<file path="config.mk">
export PLATFORM = sky130hd
export DESIGN_NAME = adc_sample_scheduler
export DESIGN_NICKNAME = d
export VERILOG_FILES = /design/src/rtl/adc_sample_scheduler.sv
export SDC_FILE = /design/constraint.sdc
export NUM_CORES = 1
export LEC_CHECK = 0
export ABC_CLOCK_PERIOD_IN_PS = 2600
export BUFFER_PORTS_ARGS = -buffer_cell sky130_fd_sc_hd__buf_2
export CAP_MARGIN = 20
export CORE_ASPECT_RATIO = 0.8
export CORE_MARGIN = 1
export CORE_UTILIZATION = 53
export DETAILED_ROUTE_END_ITERATION = 7
export GPL_TIMING_DRIVEN = 0
export PLACE_DENSITY_LB_ADDON = 0.1
export SYNTH_ARGS = -nofsm -noshare
export SYNTH_HDL_FRONTEND = slang
export SYNTH_SLANG_ARGS = --single-unit
</file>
<file path="constraint.sdc">
create_clock -name i_clk -period 2.6 [get_ports i_clk]
set_input_delay 0.26 -clock i_clk [delete_from_list [all_inputs] [get_ports i_clk]]
set_output_delay 0.26 -clock i_clk [all_outputs]
set_load 0.02 [all_outputs]
</file>
<file path="src/rtl/adc_sample_scheduler.sv">
// Periodic conversion scheduler for a group of AD7357 drivers.
// Ports: i_clk, i_rst (async, active-high), i_period/i_burst_len
// (captured on i_arm), i_arm/i_stop pulses, i_drv_ready per driver.
// Outputs: o_drv_start (broadcast start pulse), o_tick, o_busy, o_done,
// and the saturating o_miss_count.
module adc_sample_scheduler #(
  parameter int PERIOD_WIDTH = 16,
  parameter int BURST_WIDTH  = 16,
  parameter int MISS_WIDTH   = 8,
  parameter int NUM_DRIVERS  = 2
) (
  input  logic                    i_clk,
  input  logic                    i_rst,
  input  logic [PERIOD_WIDTH-1:0] i_period,
  input  logic [BURST_WIDTH-1:0]  i_burst_len,
  input  logic                    i_arm,
  input  logic                    i_stop,
  input  logic [NUM_DRIVERS-1:0]  i_drv_ready,
  output logic                    o_drv_start,
  output logic                    o_tick,
  output logic                    o_busy,
  output logic                    o_done,
  output logic [MISS_WIDTH-1:0]   o_miss_count
);

  typedef enum logic [1:0] {
    S_IDLE,
    S_RUN,
    S_DRAIN
  } state_t;

  localparam logic [PERIOD_WIDTH-1:0] CNT_ONE   = 1;
  localparam logic [BURST_WIDTH-1:0]  BURST_ONE = 1;
  localparam logic [MISS_WIDTH-1:0]   MISS_ONE  = 1;

  state_t                  r_state;
  state_t                  w_state_nxt;
  logic [PERIOD_WIDTH-1:0] r_period;
  logic [PERIOD_WIDTH-1:0] w_period_nxt;
  logic [PERIOD_WIDTH-1:0] r_cnt;
  logic [PERIOD_WIDTH-1:0] w_cnt_nxt;
  logic [BURST_WIDTH-1:0]  r_burst;
  logic [BURST_WIDTH-1:0]  w_burst_nxt;
  logic [BURST_WIDTH-1:0]  r_issued;
  logic [BURST_WIDTH-1:0]  w_issued_nxt;
  logic [MISS_WIDTH-1:0]   r_miss;
  logic [MISS_WIDTH-1:0]   w_miss_nxt;
  logic                    r_start;
  logic                    w_start_nxt;
  logic                    r_start_d;
  logic                    r_tick;
  logic                    w_tick_nxt;
  logic                    r_busy;
  logic                    r_done;
  logic                    w_done_nxt;

  logic w_tick;
  logic w_all_rdy;
  logic w_accept;
  logic w_last;
  logic w_drain_exit;

  assign w_tick    = (r_state == S_RUN) && (r_cnt == '0);
  assign w_all_rdy = &i_drv_ready;

  // A start being issued this cycle has not yet pulled ready low, so a
  // tick landing on it (period 0) must not count as accepted.
  assign w_accept = w_tick && !i_stop && w_all_rdy && !r_start;
  assign w_last   = (r_burst != '0) &&
                    (r_issued == (r_burst - BURST_ONE));

  // Two start-free cycles ensure the driver has left IDLE and come back.
  assign w_drain_exit = w_all_rdy && !r_start && !r_start_d;

  always_comb begin
    w_state_nxt  = r_state;
    w_period_nxt = r_period;
    w_burst_nxt  = r_burst;
    w_cnt_nxt    = r_cnt;
    w_issued_nxt = r_issued;
    w_miss_nxt   = r_miss;
    w_start_nxt  = 1'b0;
    w_tick_nxt   = 1'b0;
    w_done_nxt   = 1'b0;
    unique case (r_state)
      S_IDLE: begin
        if (i_arm) begin
          w_period_nxt = i_period;
          w_burst_nxt  = i_burst_len;
          w_cnt_nxt    = '0;
          w_issued_nxt = '0;
          w_miss_nxt   = '0;
          w_state_nxt  = S_RUN;
        end
      end
      S_RUN: begin
        if (r_cnt == r_period) begin
          w_cnt_nxt = '0;
        end else begin
          w_cnt_nxt = r_cnt + CNT_ONE;
        end
        if (i_stop) begin
          w_state_nxt = S_DRAIN;
        end else if (w_tick) begin
          w_tick_nxt = 1'b1;
          if (w_accept) begin
            w_start_nxt  = 1'b1;
            w_issued_nxt = r_issued + BURST_ONE;
            if (w_last) begin
              w_state_nxt = S_DRAIN;
            end
          end else if (r_miss != '1) begin
            w_miss_nxt = r_miss + MISS_ONE;
          end
        end
      end
      S_DRAIN: begin
        if (w_drain_exit) begin
          w_state_nxt = S_IDLE;
          w_done_nxt  = 1'b1;
        end
      end
      default: begin
        w_state_nxt = S_IDLE;
      end
    endcase
  end

  always_ff @(posedge i_clk or posedge i_rst) begin
    if (i_rst) begin
      r_state   <= S_IDLE;
      r_period  <= '0;
      r_burst   <= '0;
      r_cnt     <= '0;
      r_issued  <= '0;
      r_miss    <= '0;
      r_start   <= 1'b0;
      r_start_d <= 1'b0;
      r_tick    <= 1'b0;
      r_busy    <= 1'b0;
      r_done    <= 1'b0;
    end else begin
      r_state   <= w_state_nxt;
      r_period  <= w_period_nxt;
      r_burst   <= w_burst_nxt;
      r_cnt     <= w_cnt_nxt;
      r_issued  <= w_issued_nxt;
      r_miss    <= w_miss_nxt;
      r_start   <= w_start_nxt;
      r_start_d <= r_start;
      r_tick    <= w_tick_nxt;
      r_busy    <= (w_state_nxt != S_IDLE);
      r_done    <= w_done_nxt;
    end
  end

  assign o_drv_start  = r_start;
  assign o_tick       = r_tick;
  assign o_busy       = r_busy;
  assign o_done       = r_done;
  assign o_miss_count = r_miss;

endmodule

</file>
==> impl_metrics.yaml, run 1 <==
outcome:
  status: "finished clean"
final_layout:
  drive_gt1_share_pct: 17.5
  antenna_cells: 0
  num-fill-cells: 697
  nNetsFinal: 612
  syn_to_final_growth_pct: 17.0
setup_path:
  critPathLaunch: "r_burst[5]"
  cp.required_ns: 2.86
  reg2reg_depth: 7
  r2r-end: "r_state[0]"
  arrival_ns: 2.81
  cp-start-kind: "flip-flop"
  rr_startpoint: "r_burst[5]"
  r2r_slack_ns: 0.05
  worstSetupPathType: "reg -> reg"
  end_kind: "flip-flop"
  cp_max_fo: 8
hold_path:
  hold_path_class: "in -> reg"
  hold_depth: 3
  min_from: "i_period[12]"
  holdPathEnd: "r_period[12]"
synthesis:
  yosysSeqAreaShare_pct: 45.6
  syn_area_mm2: 0.00434
  synth_ff_type: "dfrtp_1"
  synthTopCellsByArea: "dfrtp_1 (46%), nand2_1 (11%), xnor2_1 (7.7%)"
  netlist.area_leader.share_pct: 45.6
  avgSynthCellArea_um2: 8.67
  async_flop_share_pct: 100
  synth_top_area_cell: "dfrtp_1"
  synth_seq_cells: 79
  post_synth_inst_count: 500
  synth_nets: 543
  synth_cell_types: 57
  yosys_warnings: 0
  synth_edf_count: 0
die:
  core_mm2: 0.00795
  start_util_pct: 54.6
  die_h_um: 82.9
  placementRows: 29
  io_pins: 50
  die_area_mm2: 0.00855
  die_w_um: 103
global_route:
  grt_antenna_before_repair: 0
  grt_usage_pct: 26.4
  gr-total-overflow: 0
  grt_pass1_vias: 3472
  grt_max_degree: 55
  grt_pass1_wl_um: 16900
timing:
  fin_setup_tns_ns: 0
  maxSlewViolCount: 0
  period_share_pct: 98.2
  hold_slack_ns: 0.0780
  max_slew_margin_pct: 65.7
  finalSetupViolations: 0
  rsz0062_at_grt: "true"
  max_freq_ghz: 0.391
  hold_viol: 0
  min_period_ns: 2.55
  tightestPinTransition_ns: 0.510
  clock_skew_ns: 0.0101
placement:
  portBuffers: 49
  place.gp.congestion: 0.867
  dp_hpwl_um: 7580
clocking:
  cts.sinks: 79
  cts_tree: "yes"
  root_buffer: "clkbuf_8"
  clockBufferDepth: 2
  cts_buffers: 9
  cts_max_level: 3
  clock_latency_ns: 0.37
  clk_pin_slew_ns: 0.08
route:
  wl_per_cell_um: 15.3
  wl_met3_um: 556
  vias: 3759
  first_pass_iters: 5
  ant_nets: 0
  wl_met1_um: 5390
  drc_errors: 0
  route.met2.wl_um: 4330
  top_layer: "met4"
  drt_iter0_markers: 220
  routed_wl_um: 10400
  routed_via_density: 5.52
job:
  maxCapViolCount: 0
power_and_ir_drop:
  power_leakage_nw: 2.31
  ir_drop_mv: 0.521
  power_density_mw_per_mm2: 933
-- sequential cells by signal (all words and copies together) (netlist names), 2 cells and up --
signal        cells
r_issued         16
o_miss_count      8
r_burst          16
r_period         16
r_state           2
r_cnt            16
-- synth_stat cells (3+ instances only) --
| cell | count |
|---|---|
| nor4_1 | 11 |
| inv_1 | 13 |
| nand3b_1 | 3 |
| o21ai_1 | 6 |
| nor3_1 | 9 |
| and3_1 | 8 |
| xnor2_1 | 38 |
| nor4b_1 | 4 |
| nor2b_1 | 3 |
| nor2_1 | 36 |
| nand3_1 | 19 |
| o21ai_0 | 19 |
| dfrtp_1 | 79 |
| nand4_1 | 11 |
| mux2i_1 | 3 |
| o211ai_1 | 5 |
| nand2b_1 | 6 |
| xor2_1 | 19 |
| ha_1 | 5 |
| clkbuf_1 | 22 |
| a21oi_1 | 8 |
| or3_1 | 8 |
| nand2_1 | 122 |
-- layer usage --
metal / GRT usage [%] / up-vias
met5: 0 / -
met2: 36.3 / 108
met3: 6.48 / 18
met1: 40.6 / 1800
li1: - / 1833
met4: 8.45 / 0
-- how the worst max path moves through the flow --
stage | to | slack (ns)
floorplan | r_state[0] | 0.04
global placement | r_burst[7] | -0.71
detailed placement | r_state[0] | -0.22
CTS | r_state[0] | 0.03
global route | r_state[0] | -0.04
finish | r_state[0] | 0.05
-- through the flow --
step	cells	power [W]	utilization, %	setup WS (ns)	area (um^2)
after floorplan	500	0.00318	-	0.0375	4340
after global placement	657	0.00362	59.3	-0.713	4720
after detailed placement	658	0.00369	59.7	-0.225	4750
after CTS	679	0.00467	62.8	0.0309	4990
after global routing	681	0.00508	63.8	-0.0353	5070
final	681	0.00473	63.8	0.0457	5070
-- power by group --
part	internal, W	switching, W	leakage (nW)	total (W)
registers	0.00155	0.000345	1.04	0.00189
clock network	0.000466	0.000444	0.0964	0.000910
logic	0.000792	0.00114	1.17	0.00193
-- critical path, stage by stage (launching register included) --
cell      delay (ns)
dfrtp_1         0.38
buf_6           0.14
or4_4           0.57
or3_4           0.41
or4_4           0.52
o211ai_2        0.08
nand4b_1        0.15
and3_1          0.20
-- layout make-up --
type                    count  area [um^2]  area share (%)
plain buffers              25          105            2.07
clock buffers              12          145            2.86
well taps                 108          135            2.66
repair buffers             59          343            6.76
multi-input cells         381         2270            44.7
clock inverters             3         43.8           0.863
inverters                  14         55.1            1.09
flip-flops and latches     79         1980            39.0
-- what timing repair did --
action                                  4_1_cts  5_1_grt
gates resized for setup                       2       18
setup buffers                                 5        3
hold endpoints to repair                     25        0
endpoints found under the setup margin        2       21
pin swaps                                     2        4
hold buffers                                  1        0
-- kinds of logic (layout without fill, tap and decap cells) --
family	count (synthesis)	in the layout	synth area share, %
compound gates	57	57	8.34
xor+xnor	57	57	11.5
fa+ha+maj	5	5	1.44
buf+inv	40	113	3.67
flops	79	79	45.6
mux	4	4	0.952
simple gates	258	258	28.5
-- cell usage in the layout (no fill, tap or decap), types with 5 or more instances in the layout --
cell | Yosys | layout
or3_1 | 8 | 8
xnor2_1 | 38 | 38
nor4_1 | 11 | 9
nand2b_1 | 6 | 6
inv_1 | 13 | 10
nand4_1 | 11 | 11
buf_2 | 1 | 50
clkbuf_8 | 0 | 10
a21oi_1 | 8 | 8
nor3_1 | 9 | 7
o211ai_1 | 5 | 5
dfrtp_1 | 79 | 79
xor2_1 | 19 | 19
o21ai_0 | 19 | 19
nor2_1 | 36 | 36
and3_1 | 8 | 8
buf_4 | 0 | 8
clkbuf_1 | 22 | 21
nand3_1 | 19 | 19
nand2_1 | 122 | 122
Note: power is estimated with default switching activity, not from simulation.
==> inputs of run 2 (changes only) <==
--- a/config.mk
+++ b/config.mk
@@ -8,7 +8,6 @@
 export ABC_CLOCK_PERIOD_IN_PS = 2600
 export BUFFER_PORTS_ARGS = -buffer_cell sky130_fd_sc_hd__buf_2
 export CAP_MARGIN = 20
-export CORE_ASPECT_RATIO = 0.8
 export CORE_MARGIN = 1
 export CORE_UTILIZATION = 53
 export DETAILED_ROUTE_END_ITERATION = 7
==> run 2 against run 1 <==
Final cell count shrank 0.59%. Count of clock-buffer cells in the layout down 3. Via count decreased by 1.3%. Power up 0.68%. Clock power grew 4.5%. Setup slack gained 0.0023 ns. Non-clock buffer count grew 1. Clock skew down 0.0045 ns. Die area is essentially flat. Sequential cell count unchanged. Register-to-register slack is essentially flat. Wire length is 3.1% lower. Critical path type unchanged. Largest cell class unchanged. Highest routed layer unchanged.
==> impl_metrics.yaml, run 2 (synthesis results as in run 1) <==
die:
  die_area_mm2: 0.00855
  die_h_um: 92.4
  placementRows: 32
  io_pins: 50
  start_util_pct: 55.5
  core_mm2: 0.00781
  die_w_um: 92.4
setup_path:
  cp.required_ns: 2.86
  worst-path-buf-inv: 1
  r2r-end: "r_state[0]"
  r2r_slack_ns: 0.05
  rr_startpoint: "r_burst[1]"
  end_kind: "flip-flop"
  worstSetupPathType: "reg -> reg"
  crit_chain: "inv_2 > ha_4 > or4b_4 > or4_1 > o211ai_1 > o221ai_1 > nand4b_1 > and3_1"
  cp_slowest_stage_delay_ns: 0.54
  arrival_ns: 2.81
  slowest_stage: "or4_1"
  cpLargestDelayFamily: "simple AND/OR/NAND/NOR gates"
  cp-start-kind: "flip-flop"
  reg2reg_depth: 8
  cp_max_fo: 4
timing:
  hold_slack_ns: 0.0800
  min_period_ns: 2.55
  period_share_pct: 98.2
  clock_skew_ns: 0.00557
  fin_setup_tns_ns: 0
  finalSetupViolations: 0
  max_freq_ghz: 0.392
  tightestPinTransition_ns: 0.572
  maxSlewViolCount: 0
  hold_viol: 0
  rsz0062_at_grt: "true"
  max_slew_margin_pct: 61.5
global_route:
  grt_pass1_wl_um: 16800
  grt_pass1_vias: 3377
  busiest_layer: "met1"
  grt_max_degree: 60
  use_met3_pct: 4.52
  grt_antenna_before_repair: 0
  grt_usage_pct: 25.3
  grt_use_met1_pct: 38.3
  gr-total-overflow: 0
  met2_usage_pct: 36.5
route:
  vias: 3711
  first_pass_iters: 5
  drt_iter0_markers: 259
  routed_via_density: 5.48
  ant_nets: 0
  drc_errors: 0
  routed_wl_um: 10100
  wl_per_cell_um: 14.9
clocking:
  clk_pin_slew_ns: 0.09
  cts_buffers: 9
  cts_tree: "yes"
  clock_latency_ns: 0.36
  cts.sinks: 79
  clockBufferDepth: 2
  cts_max_level: 3
  root_buffer: "clkbuf_8"
power_and_ir_drop:
  power_density_mw_per_mm2: 941
  ir_drop_mv: 0.446
  power.total_w: 0.00476
  power_leakage_nw: 2.32
hold_path:
  hold_depth: 3
  min_from: "i_burst_len[3]"
  holdPathEnd: "r_burst[3]"
  hold_path_class: "in -> reg"
final_layout:
  nNetsFinal: 613
  final_cell_mix: "nand2_1 (122), dfrtp_1 (79), buf_2 (50), xnor2_1 (38), nor2_1 (36)"
  multiInputGateArea_mm2: 0.00224
  drive_gt1_share_pct: 17.2
  post-route-util_pct: 64.8
  seq_area_mm2: 0.00198
  final_common_cell: "nand2_1"
  num-fill-cells: 676
  fin_area_mm2: 0.00506
  antenna_cells: 0
  syn_to_final_growth_pct: 16.7
outcome:
  status: "finished clean"
placement:
  portBuffers: 49
  post_dp_cell_area_mm2: 0.00474
  place.gp.congestion: 0.890
  dp_hpwl_um: 7180
job:
  maxCapViolCount: 0
==> run 2: metal layers <==
| metal | routed length, um | part of all wire [%] |
|---|---|---|
| met3 | 567 | 5.6 |
| met2 | 4240 | 42 |
| met5 | 0 | 0 |
| met1 | 5160 | 51 |
| met4 | 143 | 1.4 |
==> run 2: worst max path at each step <==
stage | slack [ns] | from | cells past startpoint | to
detailed placement | -0.19 | r_burst[0] | 8 | r_state[0]
floorplan | 0.04 | r_burst[0] | 8 | r_state[0]
global route | -0.01 | r_cnt[0] | 9 | o_miss_count[4]
finish | 0.05 | r_burst[1] | 8 | r_state[0]
CTS | 0.003 | r_burst[0] | 8 | r_state[0]
global placement | -0.62 | i_rst | 2 | r_period[7]
==> run 2: layout make-up <==
| class | instances | share of cell area [%] |
|---|---|---|
| multi-input cells | 381 | 44.3 |
| flip-flops and latches | 79 | 39.1 |
| repair buffers | 60 | 6.92 |
| well taps | 102 | 2.52 |
| clock buffers | 9 | 2.45 |
| plain buffers | 25 | 2.08 |
| clock inverters | 7 | 1.58 |
| inverters | 14 | 1.09 |
==> run 2: repair_timing <==
item	CTS	global route
setup endpoints to repair	2	14
hold endpoints to repair	20	0
pin swaps	1	8
hold buffers	1	0
buffers inserted	4	5
gates resized for setup	2	13
==> run 2: stage by stage <==
stage	setup WS [ns]	instances
after floorplan	0.0375	500
after global placement	-0.625	651
after detailed placement	-0.192	652
after CTS	0.00272	673
after global routing	-0.0130	677
final	0.0479	677
==> run 2: worst reg2reg max path: cells and delay by family, from the launching register on <==
kind / cells / cell delay [ns]
buffers and inverters: 1 / 0.08
AOI/OAI and AO/OA: 2 / 0.34
adders and majority gates: 1 / 0.15
and+or+nand+nor: 4 / 1.49
DFF: 1 / 0.40
==> run 2: report_power, final <==
group          total (W)  leakage, nW  switching (W)  internal [W]
Clock           0.000951        0.102       0.000496      0.000455
Combinational    0.00193         1.17        0.00113      0.000805
Sequential       0.00188         1.04       0.000333       0.00155
